$ cat src/rtl/rc5_pkg.sv
// -----------------------------------------------------------------------------
// rc5_pkg
// Shared definitions for the 16-bit RC5 block pair (w=8, r=1, 4-entry S table):
// word width, default subkeys (common to encryptor and decryptor) and the
// decryptor state encoding.
// -----------------------------------------------------------------------------
package rc5_pkg;

    localparam int W = 8;

    // Default subkey table shared with the encryptor.
    localparam logic [W-1:0] S0_DEF = 8'h20;   // whitening for A
    localparam logic [W-1:0] S1_DEF = 8'h10;   // whitening for B
    localparam logic [W-1:0] S2_DEF = 8'hFF;   // round key for A
    localparam logic [W-1:0] S3_DEF = 8'hFF;   // round key for B

    typedef enum logic [2:0] {
        IDLE  = 3'd0,
        RND_B = 3'd1,
        RND_A = 3'd2,
        WHT   = 3'd3,
        HOLD  = 3'd4
    } state_t;

endpackage

$ cat src/rtl/rc5_dec_16bit_if.sv
// -----------------------------------------------------------------------------
// rc5_dec_16bit_if
// Handshake bundle for the RC5 decryptor.
//   in_valid/in_ready/c    : ciphertext input channel
//   out_valid/out_ready/p  : plaintext output channel
//   busy                   : decryptor FSM not idle
// master = ciphertext source / plaintext sink, slave = decryptor.
// -----------------------------------------------------------------------------
interface rc5_dec_16bit_if;

    logic                       in_valid;
    logic                       in_ready;
    logic [2*rc5_pkg::W-1:0]    c;
    logic                       out_valid;
    logic                       out_ready;
    logic [2*rc5_pkg::W-1:0]    p;
    logic                       busy;

    modport master (
        output in_valid, c, out_ready,
        input  in_ready, out_valid, p, busy
    );

    modport slave (
        input  in_valid, c, out_ready,
        output in_ready, out_valid, p, busy
    );

endinterface

$ cat src/rtl/rc5_rotr8.sv
// -----------------------------------------------------------------------------
// rc5_rotr8
// Combinational 8-bit rotate right.
//   x : word to rotate
//   n : rotate amount (already reduced mod 8)
//   y : rotated word
// Rotating the doubled word avoids the shift-by-8 corner case when n == 0.
// -----------------------------------------------------------------------------
module rc5_rotr8
    import rc5_pkg::*;
(
    input  logic [W-1:0] x,
    input  logic [2:0]   n,
    output logic [W-1:0] y
);

    assign y = W'({x, x} >> n);

endmodule

$ cat src/rtl/rc5_dec_16bit.sv
// -----------------------------------------------------------------------------
// rc5_dec_16bit
// Sequential 16-bit RC5 decryptor (w=8, r=1). Runs the inverse round for B,
// then A, then removes the whitening, and holds the plaintext until taken.
//   clock : rising-edge clock
//   reset : synchronous, active-low
//   bus   : rc5_dec_16bit_if.slave (in_valid/in_ready/c, out_valid/out_ready/p,
//           busy)
// Optional build macro RC5_DEC_SKID_EN: adds a 2-entry input FIFO so up to two
// words are absorbed while the FSM is busy or stalled in HOLD.
// -----------------------------------------------------------------------------
module rc5_dec_16bit
    import rc5_pkg::*;
#(
    parameter logic [W-1:0] S0 = S0_DEF,
    parameter logic [W-1:0] S1 = S1_DEF,
    parameter logic [W-1:0] S2 = S2_DEF,
    parameter logic [W-1:0] S3 = S3_DEF
) (
    input  logic            clock,
    input  logic            reset,
    rc5_dec_16bit_if.slave  bus
);

    state_t           state;
    state_t           state_nxt;
    logic [W-1:0]     a;
    logic [W-1:0]     b;
    logic [2*W-1:0]   p_q;
    logic             out_valid_q;

    // Word presented to the FSM and the condition that loads it.
    logic             start;
    logic [2*W-1:0]   start_word;

    // Inverse round datapath. RND_A sees the B already updated in RND_B.
    logic [W-1:0]     b_sub;
    logic [W-1:0]     a_sub;
    logic [W-1:0]     b_rot;
    logic [W-1:0]     a_rot;

    assign b_sub = b - S3;
    assign a_sub = a - S2;

    rc5_rotr8 u_rotr_b (.x(b_sub), .n(a[2:0]), .y(b_rot));
    rc5_rotr8 u_rotr_a (.x(a_sub), .n(b[2:0]), .y(a_rot));

`ifdef RC5_DEC_SKID_EN
    logic [2*W-1:0]   fifo_mem [2];
    logic             wr_ptr;
    logic             rd_ptr;
    logic [1:0]       fifo_cnt;
    logic             push;
    logic             pop;

    assign push       = bus.in_valid && (fifo_cnt != 2'd2);
    assign pop        = (state == IDLE) && (fifo_cnt != 2'd0);
    assign start      = pop;
    assign start_word = fifo_mem[rd_ptr];
    assign bus.in_ready = (fifo_cnt != 2'd2);

    always_ff @(posedge clock) begin
        if (!reset) begin
            wr_ptr   <= 1'b0;
            rd_ptr   <= 1'b0;
            fifo_cnt <= 2'd0;
        end else begin
            if (push) wr_ptr <= ~wr_ptr;
            if (pop)  rd_ptr <= ~rd_ptr;
            fifo_cnt <= fifo_cnt + 2'(push) - 2'(pop);
        end
    end

    // NOTE: storage is not reset; emptiness is tracked by fifo_cnt alone, so
    // stale entries are never observed and the array stays plain RAM/flops.
    always_ff @(posedge clock) begin
        if (push) fifo_mem[wr_ptr] <= bus.c;
    end
`else
    assign start        = (state == IDLE) && bus.in_valid;
    assign start_word   = bus.c;
    assign bus.in_ready = (state == IDLE);
`endif

    // NOTE: sequential state uses non-blocking assignments only, so every
    // register samples pre-edge values regardless of block ordering.
    always_ff @(posedge clock) begin
        if (!reset) state <= IDLE;
        else        state <= state_nxt;
    end

    // NOTE: next state defaults to the current state before the case, so no
    // path leaves state_nxt unassigned and no latch is inferred.
    always_comb begin
        state_nxt = state;
        unique case (state)
            IDLE:    if (start) state_nxt = RND_B;
            RND_B:   state_nxt = RND_A;
            RND_A:   state_nxt = WHT;
            WHT:     state_nxt = HOLD;
            HOLD:    if (bus.out_ready) state_nxt = IDLE;
            default: state_nxt = IDLE;
        endcase
    end

    always_ff @(posedge clock) begin
        if (!reset) begin
            a           <= '0;
            b           <= '0;
            p_q         <= '0;
            out_valid_q <= 1'b0;
        end else begin
            case (state)
                IDLE: begin
                    if (start) begin
                        a <= start_word[2*W-1:W];
                        b <= start_word[W-1:0];
                    end
                end
                RND_B: b <= b_rot ^ a;
                RND_A: a <= a_rot ^ b;
                WHT: begin
                    p_q         <= {a - S0, b - S1};
                    out_valid_q <= 1'b1;
                end
                HOLD: if (bus.out_ready) out_valid_q <= 1'b0;
                default: ;
            endcase
        end
    end

    assign bus.p         = p_q;
    assign bus.out_valid = out_valid_q;
    assign bus.busy      = (state != IDLE);

endmodule

$ cat src/flat_wrapper.sv
// flat-port wrapper written by rule: the top's interface ports become plain ports
module rc5_dec_16bit_flat import rc5_pkg::*;
#(
    parameter logic [W-1:0] S0 = S0_DEF,
    parameter logic [W-1:0] S1 = S1_DEF,
    parameter logic [W-1:0] S2 = S2_DEF,
    parameter logic [W-1:0] S3 = S3_DEF
)
  (clock, reset, bus_in_valid, bus_c, bus_out_ready, bus_in_ready, bus_out_valid, bus_p, bus_busy);
  rc5_dec_16bit_if bus_i ();
  input  logic clock;
  input  logic reset;
  input wire logic [$bits(bus_i.in_valid)-1:0] bus_in_valid;
  input wire logic [$bits(bus_i.c)-1:0] bus_c;
  input wire logic [$bits(bus_i.out_ready)-1:0] bus_out_ready;
  output wire logic [$bits(bus_i.in_ready)-1:0] bus_in_ready;
  output wire logic [$bits(bus_i.out_valid)-1:0] bus_out_valid;
  output wire logic [$bits(bus_i.p)-1:0] bus_p;
  output wire logic [$bits(bus_i.busy)-1:0] bus_busy;
  assign bus_i.in_valid = bus_in_valid;
  assign bus_i.c = bus_c;
  assign bus_i.out_ready = bus_out_ready;
  assign bus_in_ready = bus_i.in_ready;
  assign bus_out_valid = bus_i.out_valid;
  assign bus_p = bus_i.p;
  assign bus_busy = bus_i.busy;
  rc5_dec_16bit #(.S0(S0), .S1(S1), .S2(S2), .S3(S3)) u_core (.clock(clock), .reset(reset), .bus(bus_i));
endmodule
$ cat config.mk
export PLATFORM = sky130hd
export DESIGN_NAME = rc5_dec_16bit_flat
export DESIGN_NICKNAME = d
export VERILOG_FILES = /design/src/rtl/rc5_pkg.sv /design/src/rtl/rc5_dec_16bit_if.sv /design/src/rtl/rc5_rotr8.sv /design/src/rtl/rc5_dec_16bit.sv /design/src/flat_wrapper.sv
export SDC_FILE = /design/constraint.sdc
export NUM_CORES = 1
export LEC_CHECK = 0
export ABC_AREA = 1
export CAP_MARGIN = 20
export CORE_MARGIN = 5
export CORE_UTILIZATION = 50
export CTS_BUF_LIST = sky130_fd_sc_hd__clkbuf_8
export DETAILED_ROUTE_END_ITERATION = 16
export GPL_ROUTABILITY_DRIVEN = 0
export PLACE_DENSITY = 0.75
export SLEW_MARGIN = 15
export SYNTH_ARGS = -nofsm -noshare
export SYNTH_HDL_FRONTEND = slang
export SYNTH_SLANG_ARGS = --single-unit
$ cat constraint.sdc
create_clock -name clock -period 3.3 [get_ports clock]
set_input_delay 0.495 -clock clock [delete_from_list [all_inputs] [get_ports clock]]
set_output_delay 0.495 -clock clock [all_outputs]
set_load 0.1 [all_outputs]
After elaboration in Yosys (flattened, before gate mapping)
Cells that the tools add are included.
Word-level totals
  flip-flop bits (word level): 36
  bits of input ports: 20
  output and inout bits: 19
  logic and storage cells: 38
Cells by class
  add/sub/neg operators: 4
  equality and inequality tests: 6
  shifts and indexed selects: 2
  multiplexer cells: 9
  bitwise logic cells: 2
  reductions and logical operators: 10
Operators by type and width (number)
  $pmux W8 S2: 2
  $shr A16 B3 Y8: 2
  $mux W8: 2
  $sub A8 B8 Y8 const B: 2
  $xor A8 B8 Y8: 2
  $pmux W3 S5: 1
  $reduce_and A2 Y1: 4
  $sub A8 B5 Y8 const B: 1
  $sub A8 B6 Y8 const B: 1
  $eq A3 B2 Y1 const B: 2
  $mux W3: 2
  $reduce_bool A2 Y1: 3
  $eq A3 B1 Y1 const B: 1
  $eq A3 B3 Y1 const B: 1
  $logic_not A3 Y1: 1
  $reduce_bool A3 Y1: 1
  $ne A2 B1 Y1 const B: 1
  $ne A2 B2 Y1 const B: 1
  $pmux W1 S2: 1
  $logic_and A1 B1 Y1: 1
  $mux W1: 1

Longest topological paths before layout
  depth in word-level cells: 4
  gate-level depth with buffers: 14
  depth with buffers taken out: 13

Cells and area by module
A second synthesis with hierarchy kept.
Second synthesis, totals
  cell total of the unflattened synthesis: 451
  area, all modules: 2831.5 µm²
By module, submodules not included
  rc5_dec_16bit: instances 1, cells each 327, area each 2158.3 µm², sequential area each 720.7 µm²
  rc5_rotr8: instances 2, cells each 62, area each 336.6 µm², sequential area each 0.0 µm²

Worst setup path after synthesis
No wires, ideal clock.
  path type: register to output
  start point: register u_core.state[2]
  end point: output bus_busy
  data arrival time: 1.576 ns
  required time: 2.805 ns
  path slack: 1.229 ns
  cell stages (with the launch flop): 5
  path buffers: 0
  cell sequence: dfxtp_1 -> nor2_1 -> inv_2 -> nor2_4 -> inv_1
On the way
  cells in the longest elaborated chain, start to end: 1
RTL lines
  from (decl): RTL line rc5_dec_16bit.sv:25  | state_t state;
  from (signal assigned): RTL line rc5_dec_16bit.sv:89  | else state <= state_nxt;
  $reduce_bool A3 Y1: RTL line rc5_dec_16bit.sv:134  | assign bus.busy = (state != IDLE);
  to (decl): RTL line flat_wrapper.sv:19  | output wire logic [$bits(bus_i.busy)-1:0] bus_busy;
No other way between the ends.

Worst setup path after layout
  start point: register u_core.p_q[7] (netlist: u_core.bus.p[7])
  end point: output bus_p[7]
RTL lines
  from (decl): RTL line rc5_dec_16bit.sv:29  | logic [2*W-1:0] p_q;
  from (signal assigned): RTL line rc5_dec_16bit.sv:123  | p_q <= {a - S0, b - S1};
  to (decl): RTL line flat_wrapper.sv:18  | output wire logic [$bits(bus_i.p)-1:0] bus_p;
No word-level cell between the ends.

==> impl_metrics.ini <==
[logic_synthesis]
synth_cell_type_count = 27
ys_seq_elements = 36
synth_area_per_cell_um2 = 6.032
synth.cell_area_mm2 = 0.002829
synthesis.nets = 495
yosysWarnings = 0
ys_seq_area_share_pct = 25.48
synthCells = 469

[outcome]
status = complete, no violations

[detailed_routing]
wl_um = 8631
drcViolationCount = 0
ant_nets = 0
detail_route.wl_per_cell_um = 15.20
drtPass1Iterations = 6
vias = 3248
drtIter0Drc = 400
via_per_inst = 5.718

[sta]
skew_ns = 0.006556
tns_ns = 0
slew_viol_final = 0
slew_headroom_pct = 33.55
fin_crit_ns = 2.277
fmax_ghz = 0.4392
tightest_slew_ns = 0.9936
fin_crit_sh_pct = 68.99
setup_viol = 0
hold_viol = 0
rsz0062_at_grt = no

[clock_tree]
clock_latency_ns = 0.29
cts.sinks = 36
post_cts_resized = 0
hold_buffers = 0
clk_pin_slew_ns = 0.07
cts_buffers = 5
htree_num_levels = 2
cts-root-buf = clkbuf_8
clockBufferDepth = 2
cts_tree = done
post_cts_buffers = 0

[power_and_ir_drop]
irDropWorstVdd_mv = 0.6984
power.leakage_nw = 1.400
power_density_mw_per_mm2 = 537.5

[floorplanning]
core_mm2 = 0.005507
initial_core_util_pct = 51.37
die_w_um = 85.22
die-area_mm2 = 0.007262
ios = 39
num_rows = 27
die_h_um = 85.22

[finish]
design_area_mm2 = 0.003317
drive_gt1_share_pct = 9.073
utilization_pct = 60.24
final_net_count = 521
mostFrequentLayoutCell = nand2_1
antenna_cells = 0
mostFrequentLayoutCells = 126 x nand2_1, 124 x nand3_1, 36 x clkdlybuf4s50_1, 36 x dfxtp_1, 32 x a21oi_1
area_delta_synth_final_pct = 17.25

[global_routing]
grt-ovfl-total = 0
grt_pass1_vias = 2906
grt_pass1_wl_um = 14070
grtUsageTotal_pct = 23.63
grt_max_degree = 33
antenna_found_initial = 0

[critical_path]
cp_cell_sequence = clkdlybuf4s50_1
path_buf_inv = 1
setup.worst_path.start_class = flip-flop
max_stage_delay_ns = 1.15
end_kind = primary output
critPathTopFamily = buffers and inverters
crit_type = reg2out
crit_fanout = 2
slowest_stage = clkdlybuf4s50_1
worstPathRequired_ns = 2.80
cp.arrival_ns = 1.78

[placement]
dp_hpwl_um = 6485
portBuffers = 38
post_dp_cell_area_mm2 = 0.003206

[worst_hold_path]
hold_path_class = reg2reg

[job]
drv_cap = 0
## synthesized netlist by cell type
| master | count | area [um^2] |
|---|---|---|
| a21oi_1 | 32 | 160.2 |
| a21oi_2 | 2 | 17.52 |
| buf_1 | 1 | 3.750 |
| buf_2 | 11 | 55.05 |
| buf_4 | 4 | 30.03 |
| buf_6 | 1 | 11.26 |
| clkbuf_1 | 7 | 26.28 |
| clkinv_1 | 1 | 3.750 |
| dfxtp_1 | 36 | 720.7 |
| ha_1 | 6 | 75.07 |
| inv_1 | 31 | 116.4 |
| inv_2 | 5 | 18.77 |
| nand2_1 | 126 | 473.0 |
| nand2_2 | 3 | 18.77 |
| nand3_1 | 124 | 620.6 |
| nand3_2 | 8 | 80.08 |
| nand4_1 | 2 | 12.51 |
| nor2_1 | 21 | 78.83 |
| nor2_2 | 5 | 31.28 |
| nor2_4 | 4 | 45.04 |
| nor3_1 | 1 | 5.000 |
| nor3_2 | 1 | 10.01 |
| o21a_1 | 5 | 37.54 |
| o21ai_0 | 26 | 130.1 |
| or2_2 | 2 | 12.51 |
| xnor2_1 | 2 | 17.52 |
| xor2_1 | 2 | 17.52 |
## cell families after synthesis
logic type               count (synthesis)  synth area share [%]
flip-flops                              36                 25.48
AO/OA/AOI/OAI                           65                 12.21
adder cells (fa/ha/maj)                  6                 2.654
XOR/XNOR                                 4                 1.239
AND/OR/NAND/NOR                        297                 49.05
buffers and inverters                   61                 9.376
## report_power, final
| group | switching [W] | internal, W | leakage (nW) |
|---|---|---|---|
| logic | 0.000549 | 0.000266 | 1.05 |
| registers | 0.0000951 | 0.000475 | 0.294 |
| clock network | 0.000173 | 0.000224 | 0.0541 |
## per-layer routing
layer  share of wire, %  vias up  track usage (%)
li1                   -     1611                -
met1                 46     1466            33.25
met4                1.9        0            6.906
met3                8.2       21            5.146
met2                 44      150            36.09
met5                  0        -                0
## per-stage QoR
| step | setup slack (ns) | cells | total power (W) | hold slack [ns] |
|---|---|---|---|---|
| floorplan | 1.229 | 469 | 0.001188 | 0.4826 |
| global placement | 1.173 | 560 | 0.001363 | 0.4770 |
| detailed placement | 1.187 | 560 | 0.001373 | 0.4893 |
| CTS | 1.014 | 568 | 0.001764 | 0.5062 |
| global route | 0.9036 | 568 | 0.001890 | 0.5578 |
| finish | 1.023 | 568 | 0.001783 | 0.5012 |
## state kept, by name, summed over array words and instances (netlist names)
name / flops
u_core.state: 3
u_core.a: 8
u_core.bus.p: 16
u_core.bus.out_valid: 1
u_core.b: 8
## path summary, 6_finish.rpt
kind / endpoint / slack [ns] / startpoint / depth (start not counted)
max: bus_p[7] / 1.02 / u_core.bus.p[7] / 1
min: u_core.bus.out_valid / 0.50 / u_core.bus.out_valid / 2
min reg2reg: u_core.bus.out_valid / 0.50 / u_core.bus.out_valid / 2
max reg2reg: u_core.b[1] / 1.09 / u_core.b[2] / 10
## area by class of cell
| type | instances | area (um^2) |
|---|---|---|
| tap | 72 | 90.09 |
| clock inverter | 3 | 42.54 |
| inverter | 37 | 138.9 |
| sequential | 36 | 720.7 |
| fill | 541 | 2190 |
| multi-input combinational | 372 | 1843 |
| timing repair buffer | 43 | 412.9 |
| clock buffer | 5 | 68.82 |
No activity file was read; power rests on OpenSTA's default activity.
